--- config.mk ---
export PLATFORM = sky130hd
export DESIGN_NAME = dec_gpr_wb_arb
export DESIGN_NICKNAME = d
export VERILOG_FILES = /design/src/rtl/dec_gpr_wb_arb.sv
export SDC_FILE = /design/constraint.sdc
export NUM_CORES = 1
export LEC_CHECK = 0
export CAP_MARGIN = 20
export CORE_ASPECT_RATIO = 1.2
export CORE_MARGIN = 4
export CORE_UTILIZATION = 35
export DETAILED_ROUTE_END_ITERATION = 8
export PLACE_DENSITY = 0.63
export SKIP_CTS_REPAIR_TIMING = 1
export SLEW_MARGIN = 20
export SYNTH_ARGS = -nofsm -noshare
export SYNTH_HDL_FRONTEND = slang
export SYNTH_SLANG_ARGS = --single-unit
--- constraint.sdc ---
create_clock -name clk -period 17.5 [get_ports clk]
set_clock_uncertainty 0.2 [all_clocks]
set_input_delay 3.5 -clock clk [delete_from_list [all_inputs] [get_ports clk]]
set_output_delay 3.5 -clock clk [all_outputs]
set_load 0.01 [all_outputs]
--- src/rtl/dec_gpr_wb_arb.sv ---
// Writeback arbiter for the three GPR write ports plus a pending-producer
// scoreboard used by decode for read-after-write hazard stalls.
module dec_gpr_wb_arb #(
    parameter int DATA_WIDTH = 32,
    parameter int NUM_SRC    = 4
) (
    input  logic                                 clk,
    input  logic                                 rst,
    input  logic [NUM_SRC-1:0]                   src_valid,
    input  logic [NUM_SRC-1:0][4:0]              src_addr,
    input  logic [NUM_SRC-1:0][DATA_WIDTH-1:0]   src_data,
    output logic [NUM_SRC-1:0]                   src_ready,
    input  logic                                 alloc_v,
    input  logic [4:0]                           alloc_addr,
    output logic [31:1]                          pend,
    output logic                                 we0,
    output logic                                 we1,
    output logic                                 we2,
    output logic [4:0]                           waddr0,
    output logic [4:0]                           waddr1,
    output logic [4:0]                           waddr2,
    output logic [DATA_WIDTH-1:0]                wd0,
    output logic [DATA_WIDTH-1:0]                wd1,
    output logic [DATA_WIDTH-1:0]                wd2
);

    logic [1:0]                  rr_q, rr_d;
    logic [2:0]                  we_q, we_d;
    logic [2:0][4:0]             waddr_q, waddr_d;
    logic [2:0][DATA_WIDTH-1:0]  wd_q, wd_d;
    logic [31:1]                 pend_q, pend_d;

    logic [1:0] n_grant;
    logic [1:0] idx;
    logic       conflict;
    logic       denied;
    logic       clr_v;

    // Walk sources in rotating priority; each grant claims the next free port.
    always_comb begin
        src_ready = '0;
        we_d      = '0;
        waddr_d   = waddr_q;
        wd_d      = wd_q;
        n_grant   = 2'd0;
        denied    = 1'b0;
        idx       = '0;
        conflict  = 1'b0;
        for (int unsigned p = 0; p < 4; p++) begin
            idx      = rr_q + 2'(p);
            conflict = 1'b0;
            for (int unsigned j = 0; j < 3; j++) begin
                if (we_d[j] && waddr_d[j] == src_addr[idx]) begin
                    conflict = 1'b1;
                end
            end
            if (!rst && src_valid[idx]) begin
                if (src_addr[idx] == 5'd0) begin
                    src_ready[idx] = 1'b1;
                end else if (n_grant != 2'd3 && !conflict) begin
                    src_ready[idx]   = 1'b1;
                    we_d[n_grant]    = 1'b1;
                    waddr_d[n_grant] = src_addr[idx];
                    wd_d[n_grant]    = src_data[idx];
                    n_grant          = n_grant + 2'd1;
                end else begin
                    denied = 1'b1;
                end
            end
        end
        rr_d = denied ? rr_q + 2'd1 : rr_q;
    end

    // A same-cycle allocation outranks the writeback clear of the older producer.
    always_comb begin
        pend_d = '0;
        clr_v  = 1'b0;
        for (int unsigned i = 1; i < 32; i++) begin
            clr_v = 1'b0;
            for (int unsigned j = 0; j < 3; j++) begin
                if (we_d[j] && waddr_d[j] == 5'(i)) begin
                    clr_v = 1'b1;
                end
            end
            pend_d[i] = (alloc_v && alloc_addr == 5'(i)) || (pend_q[i] && !clr_v);
        end
    end

    always_ff @(posedge clk) begin
        if (rst) begin
            rr_q    <= '0;
            we_q    <= '0;
            waddr_q <= '0;
            wd_q    <= '0;
            pend_q  <= '0;
        end else begin
            rr_q    <= rr_d;
            we_q    <= we_d;
            waddr_q <= waddr_d;
            wd_q    <= wd_d;
            pend_q  <= pend_d;
        end
    end

    assign pend   = pend_q;
    assign we0    = we_q[0];
    assign we1    = we_q[1];
    assign we2    = we_q[2];
    assign waddr0 = waddr_q[0];
    assign waddr1 = waddr_q[1];
    assign waddr2 = waddr_q[2];
    assign wd0    = wd_q[0];
    assign wd1    = wd_q[1];
    assign wd2    = wd_q[2];

endmodule

; ---- Yosys cells after proc, flatten, opt, wreduce, memory -nomap -nowiden
; Cells that the tools add are included.
[totals]
register_bits = 147
mem_bits_rw = 0
mem_bits_ro = 0
elab_cells = 630
out_inout_bits = 149
memories = 0
inputBits = 160
latchBits = 0
[classes]
div = 0
n_reduce_logical = 246
n_shift = 0
bitwise_logic = 6
eq_ne = 134
n_addsub = 5
order_cmp = 14
muxes = 216
mul = 0
[op_table]
columns = operator, count
row1 = $mux 96, 9
row2 = $eq 5x5->1 const B, 64
row3 = $bwmux 96, 3
row4 = $mux 32, 9
row5 = $bmux 32 s2, 4
row6 = $demux 32 s2, 3
row7 = $logic_and 1x1->1, 176
row8 = $eq 5x4->1 const B, 32
row9 = $mux 15, 9
row10 = $mux 1, 124
row11 = $eq 5x3->1 const B, 16
row12 = $bwmux 15, 3
row13 = $mux 5, 9
row14 = $bmux 5 s2, 4
row15 = $eq 5x2->1 const B, 8
row16 = $mux 4, 10
row17 = $eq 5x5->1, 7
row18 = $logic_not 1->1, 35
row19 = $logic_or 1x1->1, 31
row20 = $demux 5 s2, 3
row21 = $mux 3, 9
row22 = $lt 2x3->1 const B, 7
row23 = $eq 5x1->1 const B, 4
row24 = $logic_not 5->1, 4
row25 = 10 further kinds, 38

; ---- Longest topological paths before layout
[logic_depth]
word_depth = 41
ltp_mapped = 33
mapped_depth_nobuf = 23

; ---- Least setup slack after synthesis
; No wires, ideal clock.
[synth_path]
path_kind = input to output
startpoint = input port src_addr[18] (netlist name)
endpoint = output port src_ready[0]
stages = 23
setup_slack_ns = 5.390
arrival_time_ns = 8.410
required_ns = 13.800
path_buffers = 2
cell_sequence = mux4_2 nor4_4 a2111oi_0 a221oi_1 a2111oi_4 a21oi_1 clkbuf_1 inv_1 nand2_1 inv_1 ha_1 inv_1 o41ai_4 or4b_4 buf_6 mux2i_2 xnor2_1 and4_4 a21oi_1 nand2_1 a21oi_1 nand2_1 nand2_1
[synth_between]
elab_chain_len = 33
word_cells_on_any_way = 97
cone_classes = add/sub: 2 / order compare: 4 / eq/ne: 10 / mux: 58 / bitwise: 4 / reduce/logical: 19
[synth_rtl]
columns = element, line_no
row1 = "start, declared", 10  ; input logic [NUM_SRC-1:0][4:0] src_addr,
row2 = $bmux 5 s2, "58, 63"
row3 = $mux 5 (not written as such), "58, 63"
row4 = $logic_not 5->1, 58  ; if (src_addr[idx] == 5'd0) begin
row5 = $mux 1 or $mux 5 (tied branches), 58
row6 = $mux 1 or $mux 5 (tied branches), 57  ; if (!rst && src_valid[idx]) begin
row7 = $lt 2x3->1 (not written as such) (tied with other cells), "62, 63"
row8 = "$logic_and 1x1->1, on equally long branches", "62, 63, 53"
row9 = $mux 5 (not written as such) or $mux 1 (tied branches), "63, 53"
row10 = (+15 left out), -
row11 = $eq 5x5->1, 53  ; if (we_d[j] && waddr_d[j] == src_addr[idx]) begin
row12 = $logic_and 1x1->1, 53
row13 = $mux 1 (3 in a row), 53
row14 = $logic_not 1->1, 60  ; end else if (n_grant != 2'd3 && !conflict) begin
row15 = $logic_and 1x1->1, 60
row16 = $mux 4, 60
row17 = $mux 4, 58
row18 = $mux 4 *, 57
row19 = "end, declared", 12  ; output logic [NUM_SRC-1:0] src_ready,
; Mark *: on every way between the ends. The rest lies on a longest branch, timed or not. The select of a mux whose other input is x is not followed.

; ---- Final worst setup path
[layout_path]
startpoint = input port src_addr[3] (netlist name)
endpoint = output port src_ready[0]
; Same word-level chain as after synthesis.

==> impl_metrics.yaml <==
power:
  power.density_mw_per_mm2: 77.1
  pwr-share-clk: 0.283
  p_leak_nw: 5.76
  peakVddDrop_mv: 0.0708
  netSwitchingFraction: 0.387
  power_frac_comb: 0.416
  intPower_mw: 0.823
  p_seq_frac: 0.301
  p_sw_mw: 0.519
synth:
  synth_ff_type: "dfxtp_1"
  synth_area_leader_cell: "mux4_2"
  synth_compound_area_frac: 0.199
  async_reset_ff_frac: 0
  synth_edf_count: 0
  syn_inst: 1454
  synth_top_family_by_area: "multiplexers"
  synthAdderAreaFrac: 0.00828
  syn_avg_cell_area_um2: 9.35
  yosys.area_share.simple: 0.168
  ys_seq_area_frac: 0.216
  yosysUniqueCellTypes: 79
  synthXorXnorAreaFrac: 0.0180
  synth_warnings: 0
  muxShareOfSynthArea: 0.338
  netlist_area_mm2: 0.0136
  synth_nets: 1623
  ys_ff_latch: 147
  synth_area_leaders: "mux4_2 (25%), dfxtp_1 (22%), mux2i_1 (8.6%)"
  synth_top_cell_area_share: 0.250
worst_setup_path:
  slowest_delay_ns: 0.91
  arrival_ns: 10.61
  crit_path_max_fanout: 74
  cp_num_buf_inv: 5
  cp_cell_sequence: "clkdlybuf4s50_1 -> mux4_2 -> nor4_4 -> a2111oi_0 -> a221oi_1 -> a2111oi_4 -> a21oi_4 -> inv_1 -> nand2_1 -> inv_1 -> ha_1 -> inv_1 -> o41ai_4 -> or4b_4 -> mux2i_1 -> xnor2_1 -> and4_4 -> a21oi_1 -> nand2_1 -> a21oi_1 -> nand2_1 -> nand2_1 -> clkdlybuf4s50_1"
  crit-reg2reg-launch: "rr_q[0]$_SDFFE_PP0P_"
  required_ns: 13.80
  startpoint: "src_addr[3]"
  r2r_cells: 23
  crit_top_cell: "nand2_1"
  r2r_slack_ns: 7.83
  crit_slowest_cell: "or4b_4"
  worstSetupPathType: "in2out"
  reg2reg_to: "pend[18]$_SDFF_PP0_"
  path_delay_family: "simple AND/OR/NAND/NOR gates"
  cp-start-kind: "input port"
  end_kind: "output pin"
clock_tree:
  cts_buffers: 17
  clockBufferDepth: 2
  clockRootBuffer: "clkbuf_16"
  h-tree-depth: 4
  clk_pin_slew_ns: 0.08
  cts.sink_count: 147
  cts_tree: "yes"
  clk_latency_ns: 0.43
placed_design:
  port_buffers: 308
  place_hpwl_um: 39700
  place_congestion: 0.962
  placed_cells: 2120
floorplan:
  fp.dieH_um: 224
  die-area_mm2: 0.0421
  fp-row-count: 78
  initial_core_util: 0.357
  pin_count: 309
  fp.dieW_um: 188
  core_mm2: 0.0381
finish:
  nNetsFinal: 1829
  layout_commonest_cell: "clkdlybuf4s50_1"
  finalNonFillerCells: 2154
  seq_area_mm2: 0.00295
  layout_common_cells: "clkdlybuf4s50_1 (307), nor2_1 (229), mux4_2 (151)"
  post_route_cells_drive_above_1_share: 0.163
  area_growth_pct: 28.1
  multi_input_area_mm2: 0.0100
  fillers: 3622
hold_path:
  worstHoldStart: "pend[9]$_SDFF_PP0_"
  hp-class: "reg2reg"
  min_to: "pend[9]$_SDFF_PP0_"
  holdPathStages: 2
global_route:
  grt_max_degree: 81
  grt_pass1_wl_um: 83500
  gr-usage-all-layers: 0.250
  grt_pass1_vias: 13700
  antenna_found_initial: 2
  overflow: 0
route:
  dr.pass1.iters: 7
  drt-vias-per-instance: 6.38
  drtIter0Drc: 1374
  drc: 0
  num_vias: 13700
  ant_nets: 0
  wl_per_cell_um: 25.4
  routed_wl_um: 54600
timing:
  fmax_ghz: 0.0699
  hold_viol: 0
  period_minus_slack_ns: 14.31
  tns_ns: 0
  setup_viol: 0
  fin_crit_sh: 0.817
  hold_slack_ns: 0.330
  tightest_slew_ns: 1.13
  rsz0062_at_grt: "false"
  slew_headroom: 0.245
  maxSlewViolCount: 0
run_status:
  outcome: "completed"
flow_run:
  drv_cap: 0
[flip-flops by register name (all words and copies together) (netlist names)]
| name | count |
|---|---|
| pend | 31 |
| rr_q | 2 |
| waddr0 | 5 |
| waddr1 | 5 |
| waddr2 | 5 |
| wd0 | 32 |
| wd1 | 32 |
| wd2 | 32 |
| we_q | 3 |
[worst min-delay path, cell delays in order, from the launching register on]
cell and delay, ns:
dfxtp_1 0.32, o211ai_1 0.08, o32ai_1 0.09
[how the worst max path moves through the flow]
stage                    to  cells after the start  slack, ns
2_1_floorplan  src_ready[0]                     23       5.39
3_3_place_gp   src_ready[0]                     23       3.45
3_5_place_dp   src_ready[0]                     23       3.24
4_1_cts        src_ready[0]                     23       3.24
5_1_grt        src_ready[0]                     23       2.74
6_report       src_ready[0]                     23       3.19
[synthesized netlist by cell type (all sizes together), types with 15 or more instances]
cell type	n
nand2	89
o32ai	16
a21oi	64
mux2i	118
nand3	31
mux4	151
or3	15
o22ai	32
nor2	232
dfxtp	147
o21ai	23
xnor2	15
inv	23
clkbuf	90
nor3	51
buf	46
o221ai	15
nor2b	19
a211oi	139
[per-layer routing]
layer | up-vias | track usage | wire (um)
met3 | 130 | 0.0444 | 4030
li1 | 6078 | - | -
met2 | 731 | 0.435 | 27300
met4 | 2 | 0.0990 | 2230
met1 | 6793 | 0.309 | 21000
met5 | - | 0 | 11
[cell type report]
| type | count | area share |
|---|---|---|
| Multi-Input combinational cell | 1148 | 0.574 |
| Timing Repair Buffer | 323 | 0.184 |
| Sequential cell | 147 | 0.169 |
| Tap cell | 480 | 0.0345 |
| Clock buffer | 18 | 0.0246 |
| Clock inverter | 14 | 0.00819 |
| Inverter | 23 | 0.00495 |
| Antenna cell | 1 | 0.000144 |
[stage by stage]
stage,utilization,worst slack [ns],area [um^2],power (mW)
floorplan,-,5.39,13600,0.738
global placement,0.442,3.45,16800,0.957
detailed placement,0.442,3.24,16800,0.962
CTS,0.457,3.24,17400,1.34
global route,0.458,2.74,17400,1.40
finish,0.458,3.19,17400,1.34
[cell families after synthesis]
group | count (synthesis)
fa+ha+maj | 9
xor+xnor | 28
mux | 270
compound gates | 346
simple gates | 495
flops | 147
buf+inv | 159
[power groups by stage]
stage	Sequential, mW	Clock, mW	Combinational, mW
after floorplan	0.408	0	0.330
after global placement	0.413	0	0.544
after detailed placement	0.412	0	0.550
after CTS	0.405	0.382	0.553
after global routing	0.408	0.395	0.597
final	0.405	0.379	0.558
No activity file was read; power rests on OpenSTA's default activity.
==> patch: new RTL, config.mk and constraints unchanged <==
`wd_q` no longer has a reset.
--- a/src/rtl/dec_gpr_wb_arb.sv
+++ b/src/rtl/dec_gpr_wb_arb.sv
@@ -91,15 +91,17 @@
             rr_q    <= '0;
             we_q    <= '0;
             waddr_q <= '0;
-            wd_q    <= '0;
             pend_q  <= '0;
         end else begin
             rr_q    <= rr_d;
             we_q    <= we_d;
             waddr_q <= waddr_d;
-            wd_q    <= wd_d;
             pend_q  <= pend_d;
         end
+    end
+
+    always_ff @(posedge clk) begin
+        wd_q <= wd_d;
     end
 
     assign pend   = pend_q;
Function: not settled (the Yosys comparison gave no result); the edit may change what the design does.
==> patch against the unedited design <==
  * Setup slack gained 0.69 ns
  * Cell area is 2.2% lower
  * Power increased by 33%
  * First-iteration DRC count shrank 16%
  * Sequential cell count unchanged
  * Die area is 3.5% lower
  * Critical endpoint is now src_ready[1]
  * Combinational power up 53%
  * Largest cell class unchanged
  * Maximum frequency is 5.1% higher
  * Sequential share of layout area rose by 0.39 points
  * Critical path type unchanged
  * Routed wire length up 5.0%
  * Area after synthesis decreased by 3.7%
  * Synthesized cell count grew 12%
  * Highest routed layer unchanged
  * Utilization grew 0.39 points
  * Global-route usage up 2.3 points
==> patch: results (changes against the unedited design) <==
[yosys]
ys_types=77  ; -2.5%
synthTopCellsByCount=nand2_1 (263), nor2_1 (166), dfxtp_1 (147), o21ai_0 (103), a21oi_1 (101)
syn_nets=1790  ; +10%
synthTopCellsByArea=dfxtp_1 (22%), mux4_2 (14%), nand2_1 (7.5%), mux2_2 (6.8%), mux2i_1 (6.5%)
synth_cells=1622  ; +12%
post-synth-top-count-cell=nand2_1
yosysSeqAreaShare_pct=22.5  ; +0.82 points

[timing]
fmax_mhz=73.5  ; +5.1%
whs_ns=0.300  ; -0.0300 ns
worst_pin_slew_ns=1.05  ; -0.0765 ns

[worst_hold_path]
whs_endpoint=pend[25]$_SDFF_PP0_
hp-class=flip-flop to flip-flop
hp-start=pend[25]$_SDFF_PP0_

[global_routing]
grt_pass1_wl_um=86200  ; +3.2%
grt_max_degree=95  ; +17%
use_met1_pct=32.9  ; +2.0 points
met2_usage_pct=46.9  ; +3.3 points

[critical_path]
ff2ff_path_depth=24  ; +4.3%
crit_end=src_ready[1]
cp_top_family=buffers and inverters
r2r_end=pend[12]$_SDFF_PP0_
slowest_stage=buf_4
reg2reg_slack_ns=8.41  ; +0.58 ns
crit_start=src_addr[15]
crit_arrival_ns=9.91  ; -0.70 ns

[place]
numPlacedInstances=2288  ; +7.9%
gp_congestion=0.978  ; +1.6%
placed_cell_area_um2=16400  ; -2.4%
dp_hpwl_um=41200  ; +3.8%

[routing]
viasPerCell=6.19  ; -3.0%
drt_first_iter_violations=1158  ; -16%
m1WireLength_um=22200  ; +5.5%
routedWlPerCell_um=24.7  ; -2.5%
met2_length_um=28100  ; +2.8%
dr_wl_met3_um=4820  ; +19%
firstDrtPassIters=5  ; -2
vias=14352  ; +4.5%

[power_and_ir_drop]
peakVddDrop_mv=0.0702  ; -0.83%
clk-power_mw=0.397  ; +5%
power_leakage_nw=5.67  ; -1.5%

[final_layout]
antenna_cells=0  ; -1
fin_nets=2001  ; +9.4%
nFillCells=3566  ; -1.5%

[clock_tree]
clk_pin_slew_ns=0.06  ; -0.02 ns
cts-buffers-inserted=17  ; unchanged

[status]
status=complete, no violations

## patch: changes by cell type after synthesis, sizes merged, moves of 38 or more
cell    before  now
a211oi     139   44
mux4       151   80
nand2       89  263
a21oi       64  102
o21ai       23  119
nor2       232  166
o211ai      14   55
mux2         1   79
## patch: cell type report
| class | instances | share of cell area (%) |
|---|---|---|
| inverter | 22 | 0.485 |
| tap | 474 | 3.48 |
| multi-input combinational | 1317 | 56.1 |
| sequential | 147 | 17.3 |
| clock inverter | 11 | 0.889 |
| timing repair buffer | 328 | 19.0 |
| clock buffer | 21 | 2.70 |
## patch: kinds of logic (layout without fill, tap and decap cells)
family,count (synthesis),after routing,synth area share [%]
simple gates,570,570,19.0
compound gates,467,467,23.8
xor+xnor,27,27,1.86
buf+inv,158,382,4.92
mux,245,245,27.2
fa+ha+maj,8,8,0.764
flops,147,147,22.5
## patch: tightest hold or removal path, cell delays in order (launching register included)
cell      delay [ns]
dfxtp_1         0.31
o211ai_1        0.07
o22ai_1         0.07
